## config.mk

```make
export PLATFORM = sky130hd
export DESIGN_NAME = control_fsm
export DESIGN_NICKNAME = d
export VERILOG_FILES = /design/src/rtl/control_fsm_pkg.sv /design/src/rtl/control_fsm_alu_decoder.sv /design/src/rtl/control_fsm.sv
export SDC_FILE = /design/constraint.sdc
export NUM_CORES = 1
export LEC_CHECK = 0
export CORE_MARGIN = 2
export CORE_UTILIZATION = 40
export DETAILED_ROUTE_END_ITERATION = 7
export PLACE_DENSITY = 0.7
export SYNTH_ARGS = -nofsm -noshare
export SYNTH_HDL_FRONTEND = slang
export SYNTH_SLANG_ARGS = --single-unit
```

## constraint.sdc

```tcl
create_clock -name clk -period 2.35 [get_ports clk]
set_clock_uncertainty 0.15 [all_clocks]
set_input_delay 0.47 -clock clk [delete_from_list [all_inputs] [get_ports clk]]
set_output_delay 0.47 -clock clk [all_outputs]
set_load 0.02 [all_outputs]
```

## src/rtl/control_fsm_pkg.sv

```systemverilog
// Shared types and constants for the multicycle control FSM:
// state encoding, ALU operation codes, opcodes and the per-state Moore control word.
package control_fsm_pkg;

   typedef enum logic [3:0] {
      S_FETCH    = 4'd0,
      S_DECODE   = 4'd1,
      S_MEMADR   = 4'd2,
      S_MEMREAD  = 4'd3,
      S_MEMWB    = 4'd4,
      S_MEMWRITE = 4'd5,
      S_EXECUTER = 4'd6,
      S_EXECUTEI = 4'd7,
      S_ALUWB    = 4'd8,
      S_BEQ      = 4'd9,
      S_JAL      = 4'd10
   } state_t;

   typedef enum logic [1:0] {
      ALUOP_ADD   = 2'b00,
      ALUOP_SUB   = 2'b01,
      ALUOP_FUNCT = 2'b10,
      ALUOP_RSVD  = 2'b11
   } aluop_t;

   localparam logic [2:0] ALU_ADD = 3'b000;
   localparam logic [2:0] ALU_SUB = 3'b001;
   localparam logic [2:0] ALU_AND = 3'b010;
   localparam logic [2:0] ALU_OR  = 3'b011;
   localparam logic [2:0] ALU_SLT = 3'b101;

   localparam logic [6:0] OP_LW    = 7'b0000011;
   localparam logic [6:0] OP_SW    = 7'b0100011;
   localparam logic [6:0] OP_RTYPE = 7'b0110011;
   localparam logic [6:0] OP_ITYPE = 7'b0010011;
   localparam logic [6:0] OP_BEQ   = 7'b1100011;
   localparam logic [6:0] OP_JAL   = 7'b1101111;

   typedef struct packed {
      logic       pcwrite;
      logic       adrsrc;
      logic       memwrite;
      logic       irwrite;
      logic       regwrite;
      logic [1:0] resultsrc;
      logic [1:0] alusrca;
      logic [1:0] alusrcb;
      aluop_t     aluop;
      logic       branch;
   } ctrl_t;

   // Moore control word for a state; anything not set stays zero.
   function automatic ctrl_t state_ctrl(input state_t s);
      ctrl_t c;
      c = '0;
      case (s)
         S_FETCH: begin
            c.irwrite   = 1'b1;
            c.pcwrite   = 1'b1;
            c.alusrcb   = 2'b10;
            c.resultsrc = 2'b10;
         end
         S_DECODE: begin
            c.alusrca = 2'b01;
            c.alusrcb = 2'b01;
         end
         S_MEMADR: begin
            c.alusrca = 2'b10;
            c.alusrcb = 2'b01;
         end
         S_MEMREAD:  c.adrsrc = 1'b1;
         S_MEMWB: begin
            c.resultsrc = 2'b01;
            c.regwrite  = 1'b1;
         end
         S_MEMWRITE: begin
            c.adrsrc   = 1'b1;
            c.memwrite = 1'b1;
         end
         S_EXECUTER: begin
            c.alusrca = 2'b10;
            c.aluop   = ALUOP_FUNCT;
         end
         S_EXECUTEI: begin
            c.alusrca = 2'b10;
            c.alusrcb = 2'b01;
            c.aluop   = ALUOP_FUNCT;
         end
         S_ALUWB:    c.regwrite = 1'b1;
         S_BEQ: begin
            c.alusrca = 2'b10;
            c.aluop   = ALUOP_SUB;
            c.branch  = 1'b1;
         end
         S_JAL: begin
            c.alusrca = 2'b01;
            c.alusrcb = 2'b10;
            c.pcwrite = 1'b1;
         end
         default: c = '0;
      endcase
      return c;
   endfunction

endpackage

```

## src/rtl/control_fsm_alu_decoder.sv

```systemverilog
// ALU operation decode from the FSM's ALUOp and the instruction's funct fields.
module alu_decoder
   import control_fsm_pkg::*;
(
   input  logic [1:0] aluop,
   input  logic [2:0] funct3,
   input  logic       op5,
   input  logic       funct7b5,
   output logic [2:0] alucontrol
);

   always_comb begin
      alucontrol = ALU_ADD;
      case (aluop)
         ALUOP_ADD: alucontrol = ALU_ADD;
         ALUOP_SUB: alucontrol = ALU_SUB;
         ALUOP_FUNCT: begin
            case (funct3)
               // sub only for register-register ops; addi ignores bit 30
               3'b000:  alucontrol = (op5 & funct7b5) ? ALU_SUB : ALU_ADD;
               3'b010:  alucontrol = ALU_SLT;
               3'b110:  alucontrol = ALU_OR;
               3'b111:  alucontrol = ALU_AND;
               default: alucontrol = ALU_ADD;
            endcase
         end
         default: alucontrol = ALU_ADD;
      endcase
   end

endmodule

```

## src/rtl/control_fsm.sv

```systemverilog
// Multicycle RISC-V control unit: state register, next-state logic and registered
// Moore outputs, with the branch enable gated by Zero and ALU decode in a sub-module.
module control_fsm
   import control_fsm_pkg::*;
(
   input  logic       clk,
   input  logic       rst_n,
   input  logic [6:0] op,
   input  logic [2:0] funct3,
   input  logic       funct7b5,
   input  logic       Zero,
   output logic       PCWrite,
   output logic       AdrSrc,
   output logic       MemWrite,
   output logic       IRWrite,
   output logic       RegWrite,
   output logic [1:0] ResultSrc,
   output logic [1:0] ALUSrcA,
   output logic [1:0] ALUSrcB,
   output logic [1:0] ImmSrc,
   output logic [2:0] ALUControl,
   output logic [3:0] State
);

   state_t state_reg;
   state_t state_next;
   ctrl_t  ctrl_reg;
   ctrl_t  ctrl_out;

   always_comb begin
      state_next = S_FETCH;
      case (state_reg)
         S_FETCH:  state_next = S_DECODE;
         S_DECODE: begin
            case (op)
               OP_LW, OP_SW: state_next = S_MEMADR;
               OP_RTYPE:     state_next = S_EXECUTER;
               OP_ITYPE:     state_next = S_EXECUTEI;
               OP_BEQ:       state_next = S_BEQ;
               OP_JAL:       state_next = S_JAL;
               default:      state_next = S_FETCH;
            endcase
         end
         S_MEMADR:  state_next = (op == OP_LW) ? S_MEMREAD : S_MEMWRITE;
         S_MEMREAD: state_next = S_MEMWB;
         S_EXECUTER, S_EXECUTEI, S_JAL: state_next = S_ALUWB;
         default:   state_next = S_FETCH;
      endcase
   end

   // Outputs are registered from the next state so they are glitch-free in-state.
   always_ff @(posedge clk) begin
      if (!rst_n) begin
         state_reg <= S_FETCH;
         ctrl_reg  <= state_ctrl(S_FETCH);
      end else begin
         state_reg <= state_next;
         ctrl_reg  <= state_ctrl(state_next);
      end
   end

   // Reset overrides immediately, not at the next edge, so no write can slip out.
   always_comb begin
      ctrl_out = ctrl_reg;
      if (!rst_n) begin
         ctrl_out          = state_ctrl(S_FETCH);
         ctrl_out.pcwrite  = 1'b0;
         ctrl_out.irwrite  = 1'b0;
         ctrl_out.regwrite = 1'b0;
         ctrl_out.memwrite = 1'b0;
      end
   end

   assign PCWrite   = ctrl_out.pcwrite | (ctrl_out.branch & Zero);
   assign AdrSrc    = ctrl_out.adrsrc;
   assign MemWrite  = ctrl_out.memwrite;
   assign IRWrite   = ctrl_out.irwrite;
   assign RegWrite  = ctrl_out.regwrite;
   assign ResultSrc = ctrl_out.resultsrc;
   assign ALUSrcA   = ctrl_out.alusrca;
   assign ALUSrcB   = ctrl_out.alusrcb;
   assign State     = rst_n ? state_reg : S_FETCH;

   always_comb begin
      ImmSrc = 2'b00;
      case (op)
         OP_LW, OP_ITYPE: ImmSrc = 2'b00;
         OP_SW:           ImmSrc = 2'b01;
         OP_BEQ:          ImmSrc = 2'b10;
         OP_JAL:          ImmSrc = 2'b11;
         default:         ImmSrc = 2'b00;
      endcase
   end

   alu_decoder u_alu_decoder (
      .aluop      (ctrl_out.aluop),
      .funct3     (funct3),
      .op5        (op[5]),
      .funct7b5   (funct7b5),
      .alucontrol (ALUControl)
   );

endmodule

```

==> results <==
- The flow ran to the end, and the final reports show no timing, DRC or antenna violations.
- A synthesized cell averages a little over 8 um^2.
- The first TritonRoute pass finished after 4 iterations.
- The library cell used as clock root buffer is sky130_fd_sc_hd__clkbuf_4.
- The total power divided by cell area is approximately 350 mW/mm^2.
- Buffers placed on the I/O ports in this run total 33.
- The maximum number of pins on one net before global-route repair is 28.
- Data on the critical path is required at its endpoint by 1.73 ns.
- The number of buffers added for setup after CTS is 0.
- Of the available clock period, the critical path in the final layout requires between 90% and 100%.
- The layout overhead on the synthesized area is 62.4%.
- In this run the critical register-to-register path is captured at ctrl_reg[6].
- The count of unique library cells instantiated by Yosys is between 40 and 50.
- The class of the tightest hold or removal check is in2reg.
- The worst setup path is captured at a primary output.
- The detailed router placed 1065 vias in this run.
- The clock passes through at most 2 buffers.
- The endpoint of the worst hold-timing path is ctrl_reg[10].
- For this design the top-level I/O count stands at 34.
- OpenSTA, run right after detailed placement, puts the worst setup slack at -0.617 ns.
- The critical path goes through dlygate4sd2_1 -> nand2_1 -> inv_1 -> ha_1 -> nor4_1 -> buf_2.
- The design draws around 550 uW.
- The die span in x is ~53 um.
- The routed wire length is around 2.5 mm.
- At the later pin of the worst-skew pair, clock insertion delay measures between 0.2 and 0.3 ns.
- The share of layout cells above drive strength 1 is between 20% and 30%.
- The number of routed nets with antenna violations is 0.
- The vertical die dimension is approximately 53 um.
- The worst hold path begins at rst_n.
- The biggest cell delay along the critical path is about 0.30 ns.
- In this run the standard cell core region covers 0.00225 mm^2.
- In this run the register-to-register setup slack is approximately 0.34 ns.
- The depth of the worst register-to-register path is 7.
- The analysis attributes to cell leakage a power of ~0.90 nW.
- The CTS sink count is 16.
- Setup repair after global routing left no endpoint under its margin.
- The final max-slew violation count is 0.
- The number of global-route vias before repair is 1047.
- The achievable frequency is roughly 440 MHz.
- The hold violation count in the final report came to 0.
- The number of antenna violations at the first check in global routing is 0.
- The initial cell density of the core is between 40% and 50%.
- The final weighted congestion in routability-driven placement is around 0.82.
- The number of max-cap violations is 0.
- The average wire length per cell after detail routing is 12.0 um.
- The remaining design rule violation count is 0.
- The launching point of the worst reg2reg path is state_reg[1].
- The worst supply voltage drop on vdd is around 410 uV.
- The maximum fanout along the worst path is 3.
- During synthesis, Yosys emitted a total of 0 warnings.
- The clock-pin transition on the worst setup and hold timing paths is approximately 0.07 ns.
- In this run the number of H-tree levels came out at 1.
- The global-route congestion overflow total is 0.
- The sum of buffers and inverters on the critical path is 3.
- The cell area that synthesis handed to floorplanning was 966 um^2.
- The smallest clock period supported by the final layout is computed as between 2 and 2.5 ns.
- The number of clock buffers added by TritonCTS is 3.
- The kind of cell with the highest combined delay along the critical path is buffers and inverters.
- The slew at the pin with the worst max-slew slack is between 0.5 and 0.6 ns.
- The post-synthesis net count is 134.
- The sum of negative setup slack is 0 ns.
- The number of flip-flops in the largest register is 12.
- The element type at the critical path start is an input port.
- Synthesis handed over a netlist of between 100 and 150 instances.
- In this run, synthesis produced a sequential element count of 16.
- The antenna diode count is 0.
- The worst hold path cell count is 3.
- The setup slack after layout is slightly below 0.07 ns.
- At the worst endpoint, the arrival time is about 1.7 ns.
- The relative slew slack is roughly three fifths.
- For this run, asynchronously set or reset flops after synthesis account for 0%.
- The floorplan die area is about 0.0028 mm^2.
- By startpoint and endpoint, the worst setup path is classified as in2out.
- The row count is 17.
- Using the TritonRoute via totals, the vias-per-cell ratio works out to between 5 and 6.
- The first global-routing pass estimated 4.16 mm of wire.
- The number of enable flip-flop cells after synthesis is 0.
- The first routing iteration left 15 violations.
- The overall track demand over capacity in global routing is about a fifth.
- The core occupancy in the finished layout is between 60% and 70%.
- The clock tree from TritonCTS is built.
- After the last flow step, the layout net total stands at just under 200.
- The commonest register cell after synthesis is sky130_fd_sc_hd__dfxtp_1.
- For this design, the slowest cell found on the critical path is sky130_fd_sc_hd__ha_1.
- The share of the Yosys chip area taken by registers is 33.2%.
- The HPWL after detailed placement is about 2 mm.
- The total of endpoints with negative setup slack in the final report is 0.
[per-layer routing]
layer / up-vias / part of all wire [%] / GRT usage (%)
li1: 536 / - / -
met1: 497 / 46 / 23.3
met2: 30 / 48 / 35.6
met3: 2 / 5.8 / 5.65
met4: 0 / 0.20 / 4.70
met5: - / 0 / 0
[area by class of cell]
| type | count | area, um^2 |
|---|---|---|
| fillers | 199 | 686 |
| multi-input cells | 92 | 603 |
| repair buffers | 62 | 566 |
| clock buffers | 3 | 22.5 |
| inverters | 6 | 22.5 |
| well taps | 28 | 35.0 |
| flip-flops and latches | 16 | 320 |
[stage by stage]
step	hold slack (ns)	instances	cell area [um^2]
after floorplan	0.471	118	966
after global placement	0.540	204	1520
after detailed placement	0.545	204	1520
after CTS	0.569	207	1540
after global routing	0.603	207	1570
final	0.573	207	1570
[worst register-to-register path, delay by kind of cell (launching register included)]
family / cells / cell delay, ns
flip-flops: 1 / 0.51
buffers and inverters: 1 / 0.14
AO/OA/AOI/OAI: 3 / 0.25
AND/OR/NAND/NOR: 3 / 0.89
[repair_timing]
item,in CTS,in global routing
gates resized for setup,18,23
setup endpoints to repair,20,20
pin swaps,0,1
hold buffers,0,0
[kinds of logic (layout without fill, tap and decap cells)]
kind of cell             Yosys count  in the layout  share of synthesized area (%)
flip-flops                        16             16                           33.2
buffers and inverters             10             71                           5.18
XOR/XNOR                           1              1                          0.907
AND/OR/NAND/NOR                   68             68                           42.1
adder cells (fa/ha/maj)            2              2                           2.59
AO/OA/AOI/OAI                     21             21                           16.1
[layout by cell type (no fill, tap or decap), types with 2 or more instances in the layout]
cell and count:
sky130_fd_sc_hd__a21oi_1 4, sky130_fd_sc_hd__and2_1 13, sky130_fd_sc_hd__and2_2 2, sky130_fd_sc_hd__buf_2 2, sky130_fd_sc_hd__buf_4 29, sky130_fd_sc_hd__clkbuf_2 2, sky130_fd_sc_hd__clkbuf_4 3, sky130_fd_sc_hd__clkdlybuf4s50_1 12
sky130_fd_sc_hd__dfxtp_1 16, sky130_fd_sc_hd__dlymetal6s2s_1 15, sky130_fd_sc_hd__ha_1 2, sky130_fd_sc_hd__inv_1 6, sky130_fd_sc_hd__nand2_1 10, sky130_fd_sc_hd__nand2b_1 3, sky130_fd_sc_hd__nand3_1 2, sky130_fd_sc_hd__nor2_1 12
sky130_fd_sc_hd__nor2b_1 3, sky130_fd_sc_hd__nor3_1 4, sky130_fd_sc_hd__nor3b_1 2, sky130_fd_sc_hd__o21a_2 2, sky130_fd_sc_hd__o21ai_1 2, sky130_fd_sc_hd__o22ai_1 3, sky130_fd_sc_hd__or3_1 2
[synth_stat cells (3+ instances only)]
master | instances | area (um^2)
sky130_fd_sc_hd__nand2_1 | 10 | 37.5
sky130_fd_sc_hd__nor3_1 | 4 | 20.0
sky130_fd_sc_hd__and2_1 | 13 | 81.3
sky130_fd_sc_hd__nor2b_1 | 3 | 18.8
sky130_fd_sc_hd__a21oi_1 | 4 | 20.0
sky130_fd_sc_hd__nor3b_1 | 3 | 22.5
sky130_fd_sc_hd__nand2b_1 | 3 | 18.8
sky130_fd_sc_hd__inv_1 | 6 | 22.5
sky130_fd_sc_hd__dfxtp_1 | 16 | 320
sky130_fd_sc_hd__nor2_1 | 13 | 48.8
sky130_fd_sc_hd__o22ai_1 | 3 | 18.8
[worst max path at each step]
stage / startpoint / end / slack (ns) / cells past startpoint
finish: rst_n / ALUControl[2] / 0.07 / 6
global route: op[6] / ctrl_reg[13] / 0.001 / 9
CTS: op[2] / ImmSrc[0] / 0.02 / 4
detailed placement: rst_n / ALUControl[2] / -0.62 / 5
global placement: rst_n / ALUControl[2] / -0.53 / 5
floorplan: rst_n / ALUControl[2] / 0.03 / 5
[report_power, final]
group / switching, mW / leakage [nW] / internal, mW
Sequential: 0.00457 / 0.131 / 0.280
Combinational: 0.0580 / 0.755 / 0.0733
Clock: 0.0730 / 0.0138 / 0.0594
No activity file was read; power rests on OpenSTA's default activity.
